## config.mk

```make
export PLATFORM = sky130hd
export DESIGN_NAME = ct_split_flat
export DESIGN_NICKNAME = d
export VERILOG_FILES = /design/src/rtl/ct_pkg.sv /design/src/rtl/ct_split_if.sv /design/src/rtl/ct_split_skid.sv /design/src/rtl/ct_split.sv /design/src/flat_wrapper.sv
export SDC_FILE = /design/constraint.sdc
export NUM_CORES = 1
export LEC_CHECK = 0
export ABC_AREA = 1
export CORE_ASPECT_RATIO = 1.25
export CORE_MARGIN = 10
export CORE_UTILIZATION = 45
export DETAILED_ROUTE_END_ITERATION = 10
export PLACE_DENSITY = 0.72
export RECOVER_POWER = 100
export SLEW_MARGIN = 20
export SYNTH_ARGS = -nofsm -noshare
export SYNTH_HDL_FRONTEND = slang
export SYNTH_SLANG_ARGS = --single-unit
```

## constraint.sdc

```tcl
create_clock -name clk -period 3.41 [get_ports clk]
set_clock_uncertainty 0.05 [all_clocks]
set_input_delay 0.8525 -clock clk [delete_from_list [all_inputs] [get_ports clk]]
set_output_delay 0.8525 -clock clk [all_outputs]
set_load 0.005 [all_outputs]
```

## src/rtl/ct_pkg.sv

```systemverilog
// Shared definitions for the ct_* packet stream blocks (split and merge).
package ct_pkg;

    typedef enum logic [0:0] {
        S_SOP  = 1'b0,
        S_BODY = 1'b1
    } ct_pkt_state_t;

    // Bits needed to hold value, never less than one.
    function automatic int CLogB2(input int value);
        int r;
        r = 0;
        for (int i = 0; i < 31; i++) begin
            if ((value >> i) != 0) r = i + 1;
        end
        return (r < 1) ? 1 : r;
    endfunction

endpackage

```

## src/rtl/ct_split_if.sv

```systemverilog
// Stream bundle for ct_split: one valid/ready/eop input, NO-way shared-data output.
interface ct_split_if #(
    parameter int NO    = 2,
    parameter int WIDTH = 32
);
    import ct_pkg::*;

    localparam int NOBITS = CLogB2(NO - 1);

    logic [WIDTH-1:0]  i_data;
    logic              i_valid;
    logic              o_ready;
    logic              i_eop;
    logic [NOBITS-1:0] i_dest;
    logic [WIDTH-1:0]  o_data;
    logic              o_eop;
    logic [NO-1:0]     o_valid;
    logic [NO-1:0]     i_ready;

    modport slave (
        input  i_data, i_valid, i_eop, i_dest, i_ready,
        output o_ready, o_data, o_eop, o_valid
    );

    modport master (
        output i_data, i_valid, i_eop, i_dest, i_ready,
        input  o_ready, o_data, o_eop, o_valid
    );

endinterface

```

## src/rtl/ct_split_skid.sv

```systemverilog
// Two-entry skid buffer: registered output and registered ready, one beat per cycle.
module ct_split_skid #(
    parameter int PW = 8
) (
    input  logic          clk,
    input  logic          reset_n,
    input  logic [PW-1:0] in_data,
    input  logic          in_valid,
    output logic          in_ready,
    output logic [PW-1:0] out_data,
    output logic          out_valid,
    input  logic          out_ready
);

    logic [PW-1:0] main_q, main_d, skid_q, skid_d;
    logic          main_v, main_v_d, skid_v, skid_v_d;
    logic          rdy_q;
    logic          in_acc;

    assign in_acc = in_valid && rdy_q;

    // Skid only fills while main is stalled, so an occupied skid implies rdy_q=0.
    always_comb begin
        main_d   = main_q;
        main_v_d = main_v;
        skid_d   = skid_q;
        skid_v_d = skid_v;
        if (!main_v || out_ready) begin
            if (skid_v) begin
                main_d   = skid_q;
                main_v_d = 1'b1;
                skid_v_d = 1'b0;
            end else if (in_acc) begin
                main_d   = in_data;
                main_v_d = 1'b1;
            end else begin
                main_v_d = 1'b0;
            end
        end else if (in_acc) begin
            skid_d   = in_data;
            skid_v_d = 1'b1;
        end
    end

    always_ff @(posedge clk or negedge reset_n) begin
        if (!reset_n) begin
            main_q <= '0;
            main_v <= 1'b0;
            skid_q <= '0;
            skid_v <= 1'b0;
            rdy_q  <= 1'b0;
        end else begin
            main_q <= main_d;
            main_v <= main_v_d;
            skid_q <= skid_d;
            skid_v <= skid_v_d;
            rdy_q  <= !skid_v_d;
        end
    end

    assign in_ready  = rdy_q;
    assign out_data  = main_q;
    assign out_valid = main_v;

endmodule

```

## src/rtl/ct_split.sv

```systemverilog
// Packet-aware 1-to-NO router. Define CT_SPLIT_DROP_EN to drop packets whose
// sop destination is out of range (adds sticky o_drop); otherwise it is clamped to NO-1.
//
// state  | meaning
// S_SOP  | next accepted beat is a packet's first; i_dest is sampled
// S_BODY | mid-packet; beats reuse dest_q until the eop beat is accepted
module ct_split
    import ct_pkg::*;
#(
    parameter int NO    = 2,
    parameter int WIDTH = 32
) (
    input  logic       clk,
    input  logic       reset_n,
    ct_split_if.slave  bus
`ifdef CT_SPLIT_DROP_EN
    ,
    output logic       o_drop
`endif
);

    localparam int NOBITS = CLogB2(NO - 1);
    localparam logic [NOBITS:0]   NO_EXT    = (NOBITS + 1)'(NO);
    localparam logic [NOBITS-1:0] LAST_PORT = NOBITS'(NO - 1);

    typedef struct packed {
        logic [WIDTH-1:0]  data;
        logic              eop;
        logic [NOBITS-1:0] dest;
    } beat_t;

    ct_pkt_state_t     state_q, state_d;
    logic [NOBITS-1:0] dest_q, dest_d, sop_dest, beat_dest;
    logic              drop_q, drop_d, sop_drop, beat_drop;
    logic              dest_oob, in_acc, push;
    beat_t             in_beat, out_beat;
    logic              out_valid, out_ready, skid_ready;
    logic [NO-1:0]     valid_dec;

    assign dest_oob = {1'b0, bus.i_dest} >= NO_EXT;

`ifdef CT_SPLIT_DROP_EN
    assign sop_dest = bus.i_dest;
    assign sop_drop = dest_oob;
`else
    assign sop_dest = dest_oob ? LAST_PORT : bus.i_dest;
    assign sop_drop = 1'b0;
`endif

    assign in_acc = bus.i_valid && skid_ready;

    always_comb begin
        state_d   = state_q;
        dest_d    = dest_q;
        drop_d    = drop_q;
        beat_dest = dest_q;
        beat_drop = drop_q;
        case (state_q)
            S_SOP: begin
                beat_dest = sop_dest;
                beat_drop = sop_drop;
                if (in_acc) begin
                    dest_d = sop_dest;
                    drop_d = sop_drop;
                    if (!bus.i_eop) state_d = S_BODY;
                end
            end
            S_BODY: begin
                if (in_acc && bus.i_eop) state_d = S_SOP;
            end
            default: state_d = S_SOP;
        endcase
    end

    always_ff @(posedge clk or negedge reset_n) begin
        if (!reset_n) begin
            state_q <= S_SOP;
            dest_q  <= '0;
            drop_q  <= 1'b0;
        end else begin
            state_q <= state_d;
            dest_q  <= dest_d;
            drop_q  <= drop_d;
        end
    end

`ifdef CT_SPLIT_DROP_EN
    always_ff @(posedge clk or negedge reset_n) begin
        if (!reset_n) begin
            o_drop <= 1'b0;
        end else if (in_acc && state_q == S_SOP && sop_drop) begin
            o_drop <= 1'b1;
        end
    end
`endif

    // Dropped beats are still consumed at full rate, they just never enter the buffer.
    assign push    = in_acc && !beat_drop;
    assign in_beat = '{data: bus.i_data, eop: bus.i_eop, dest: beat_dest};

    ct_split_skid #(
        .PW($bits(beat_t))
    ) u_skid (
        .clk       (clk),
        .reset_n   (reset_n),
        .in_data   (in_beat),
        .in_valid  (push),
        .in_ready  (skid_ready),
        .out_data  (out_beat),
        .out_valid (out_valid),
        .out_ready (out_ready)
    );

    always_comb begin
        valid_dec = '0;
        for (int p = 0; p < NO; p++) begin
            if (out_valid && out_beat.dest == NOBITS'(p)) valid_dec[p] = 1'b1;
        end
    end

    assign out_ready   = |(valid_dec & bus.i_ready);
    assign bus.o_valid = valid_dec;
    assign bus.o_data  = out_beat.data;
    assign bus.o_eop   = out_beat.eop;
    assign bus.o_ready = skid_ready;

endmodule

```

## src/flat_wrapper.sv

```systemverilog
// flat-port wrapper written by rule: the top's interface ports become plain ports
module ct_split_flat import ct_pkg::*;
#(
    parameter int NO    = 2,
    parameter int WIDTH = 32
)
  (clk, reset_n, bus_i_data, bus_i_valid, bus_i_eop, bus_i_dest, bus_i_ready, bus_o_ready, bus_o_data, bus_o_eop, bus_o_valid);
  ct_split_if #(.NO(NO), .WIDTH(WIDTH)) bus_i ();
  input  logic clk;
  input  logic reset_n;
  input wire logic [$bits(bus_i.i_data)-1:0] bus_i_data;
  input wire logic [$bits(bus_i.i_valid)-1:0] bus_i_valid;
  input wire logic [$bits(bus_i.i_eop)-1:0] bus_i_eop;
  input wire logic [$bits(bus_i.i_dest)-1:0] bus_i_dest;
  input wire logic [$bits(bus_i.i_ready)-1:0] bus_i_ready;
  output wire logic [$bits(bus_i.o_ready)-1:0] bus_o_ready;
  output wire logic [$bits(bus_i.o_data)-1:0] bus_o_data;
  output wire logic [$bits(bus_i.o_eop)-1:0] bus_o_eop;
  output wire logic [$bits(bus_i.o_valid)-1:0] bus_o_valid;
  assign bus_i.i_data = bus_i_data;
  assign bus_i.i_valid = bus_i_valid;
  assign bus_i.i_eop = bus_i_eop;
  assign bus_i.i_dest = bus_i_dest;
  assign bus_i.i_ready = bus_i_ready;
  assign bus_o_ready = bus_i.o_ready;
  assign bus_o_data = bus_i.o_data;
  assign bus_o_eop = bus_i.o_eop;
  assign bus_o_valid = bus_i.o_valid;
  ct_split #(.NO(NO), .WIDTH(WIDTH)) u_core (.clk(clk), .reset_n(reset_n), .bus(bus_i));
endmodule
```

==> flow_metrics.tcl, run 1 <==
set metrics [dict create \
    outcome "finished, violations left" \
    violations "max-capacitance violations, max-slew violations" \
    cpMostUsedCell "nand2_1" \
    ant_nets 0 \
    final_common_cell "nand2_1" \
    first_pass_iters 4 \
    die_area_um2 11800 \
    crit_fanout 34 \
    grt-ovfl-total 0 \
    p_int_mw 2.41 \
    final-setup-viol-count 0 \
    ys_seq_area_share_pct 52.0 \
    p_sw_share_pct 34.9 \
    layout.nets 471 \
    crit_chain "clkdlybuf4s50_1, inv_1, nand3_1, nand2_1, nand2_1, nand2_1, nand2_1" \
    clock_latency_ns 0.34 \
    max-clock-path-buffers 2 \
    core-area_um2 7490 \
    routed.top_layer "met4" \
    crit_required_ns 3.59 \
    cts_tree "yes" \
    max_stage_delay_ns 0.83 \
    syn_nets 438 \
    io_buffer_count 74 \
    gp_congestion 0.748 \
    critical_path_class "input port to flip-flop" \
    synth_cell_type_count 20 \
    synth_warnings 0 \
    fin_crit_ns 2.96 \
    diodes 0 \
    slowest_stage "nand2_1" \
    avgSynthCellArea_um2 8.80 \
    slew-limit-headroom_pct -18.2 \
    netlist_area_um2 3510 \
    hp-class "flip-flop to flip-flop" \
    drive_above_1_share_pct 12.4 \
    peakVddDrop_uv 620 \
    maxSlewViolCount 74 \
    dr_wl_met3_um 528 \
    drt-met1-wl_um 3350 \
    power_frac_comb_pct 36.6 \
    max_freq_mhz 338 \
    syn_to_final_growth_pct 19.3 \
    critPathArrivalTime_ns 3.14 \
    instances_no_fill 529 \
    drt_iter0_markers 199 \
    drt-total-wl_um 7810 \
    grt_max_degree 74 \
    ioPinCount 75 \
    p_clk_share_pct 22.2 \
    pre_cts_ws_ns 0.673 \
    die_x_um 99.0 \
    final_hold_viol_count 0 \
    leakagePower_nw 2.04 \
    place_inst 513 \
    final.setup.tns_ns 0 \
    cts_made_buffers 9 \
    cap_violations 1 \
    power.switching_mw 1.29 \
    crit_path_end_kind "flip-flop" \
    clkTransAtPathRegs_ns 0.08 \
    drc_errors 0 \
    cts_root_buf "clkbuf_8" \
    finalWorstSetupSlack_ns 0.448 \
    vias_per_cell 5.01 \
    ys_seq_elements 73 \
    syn_inst 399 \
    post_drt_wl_per_cell_um 14.8 \
    cts_sinks 73 \
    startpoint_type "input port" \
    hpwlAfterDp_um 5210 \
    vias 2650 \
    die_h_um 119 \
    grt_pass1_wl_um 13500 \
    post-cts-setup-buffers 0 \
    cts-hold-fix-buffers 0 \
    grt_pass1_vias 2646 \
    worst_pin_slew_ns 1.77 \
    initial_core_util_pct 46.9 \
    p_seq_share_pct 41.2 \
    cts-resized-gates 0 \
    wl_met2_um 3830 \
    rsz0062_at_grt "false" \
    track_usage_pct 13.8 \
    power_density_nw_per_um2 885 \
    grt_antenna_before_repair 0 \
    n_fill_cell 685 \
    htreeDepth 3 \
    path_delay_family "simple AND/OR/NAND/NOR gates" \
    most-common-layout-cells "118 x nand2_1, 73 x dfrtp_1, 68 x o21ai_0" \
    crit_buf_inv 2 \
    fin_crit_sh_pct 86.9 \
    row_count 35 \
]
[power groups by stage]
stage | registers [mW] | logic [mW] | clock network (mW)
floorplan | 1.46 | 1.25 | 0
finish | 1.53 | 1.36 | 0.824
global placement | 1.54 | 1.51 | 0
detailed placement | 1.55 | 1.55 | 0
global route | 1.59 | 1.58 | 0.875
CTS | 1.54 | 1.56 | 0.836
[registers in the layout, summed over array words and instances, names as in the netlist, named ones only]
| signal | cells |
|---|---|
| u_core.u_skid.in_ready | 1 |
| u_core.u_skid.skid_v | 1 |
| u_core.u_skid.skid_q | 34 |
| u_core.u_skid.out_valid | 1 |
| u_core.u_skid.out_data | 34 |
| u_core.dest_q | 1 |
[through the flow]
step,instance area [um^2],power (mW),util [%],hold slack [ns]
global placement,3990,3.04,53.3,0.398
detailed placement,3990,3.10,53.3,0.403
CTS,4230,3.93,56.5,0.421
global route,4190,4.04,56.0,0.433
floorplan,3510,2.71,-,0.387
finish,4190,3.71,56.0,0.418
[Yosys cell counts]
cell type	n	share of area (%)
nand2_2	1	0.18
nand3_4	1	0.50
nand3_2	2	0.57
o21ai_0	38	5.4
clkbuf_2	1	0.14
buf_2	2	0.29
dfrtp_1	73	52
nand2_4	2	0.64
nand3b_1	1	0.21
o21ai_2	4	1.0
clkbuf_1	9	0.96
nand3_1	35	5.0
buf_6	7	2.2
inv_1	10	1.1
o21ai_1	26	3.7
nor2_1	2	0.21
buf_4	35	7.5
inv_2	2	0.21
or2_2	33	5.9
nand2_1	115	12
[path summary, 6_finish.rpt]
path | endpoint | cells after the start | startpoint | slack (ns)
setup reg to reg | u_core.u_skid.out_data[25]$_DFFE_PN0P_ | 4 | u_core.u_skid.skid_v$_DFF_PN0_ | 0.61
max in group asynchronous | u_core.u_skid.out_data[3]$_DFFE_PN0P_ | 1 | reset_n | 1.33
hold reg to reg | u_core.u_skid.skid_q[9]$_DFFE_PN0P_ | 2 | u_core.u_skid.skid_q[9]$_DFFE_PN0P_ | 0.42
hold / removal | u_core.u_skid.skid_q[9]$_DFFE_PN0P_ | 2 | u_core.u_skid.skid_q[9]$_DFFE_PN0P_ | 0.42
setup / recovery | u_core.u_skid.skid_q[7]$_DFFE_PN0P_ | 7 | bus_i_ready[0] | 0.45
min in group asynchronous | u_core.u_skid.out_data[13]$_DFFE_PN0P_ | 1 | reset_n | 0.92
[metal layers]
layer  vias to the layer above  GRT usage [%]
li1                       1321              -
met1                      1249           17.4
met2                        71           21.4
met3                         9           4.66
met4                         0           4.85
met5                         -              0
[layout make-up]
class                   count  area [um^2]  share of cell area (%)
repair buffers             76          747                    17.8
clock buffers              11          141                    3.37
multi-input cells         260         1210                    28.9
inverters                  12         45.0                    1.07
clock inverters             5          103                    2.45
well taps                  92          115                    2.75
flip-flops and latches     73         1830                    43.6
[worst min-delay path, delay by kind of cell (launching register included)]
family        cells  cell delay, ns
flops             1            0.34
simple gates      2            0.10
[cells by family after synthesis]
family | count (synthesis) | synth area share, %
flip-flops | 73 | 52.0
buffers and inverters | 66 | 12.4
AO/OA/AOI/OAI | 68 | 10.1
AND/OR/NAND/NOR | 192 | 25.5
(Power assumes the default switching activity.)
==> inputs of run 2 (changes only) <==
HOLD_SLACK_MARGIN = 0.15   (was default)
==> results of run 2 <==
No change in the layout: final DEF, timing and power equal those of run 1.
==> inputs of run 3 (changes only) <==
--- a/constraint.sdc
+++ b/constraint.sdc
@@ -3,3 +3,3 @@
 set_input_delay 0.8525 -clock clk [delete_from_list [all_inputs] [get_ports clk]]
 set_output_delay 0.8525 -clock clk [all_outputs]
-set_load 0.005 [all_outputs]
+set_load 0.05 [all_outputs]
==> results of run 3 <==
The final DEF is identical to that of run 1. Status: finished, violations left: max-capacitance violations, max-slew violations.
Main changes from that run: total power 3.71 mW -> 4.43 mW; worst IR drop on VDD 620 uV -> 824 uV
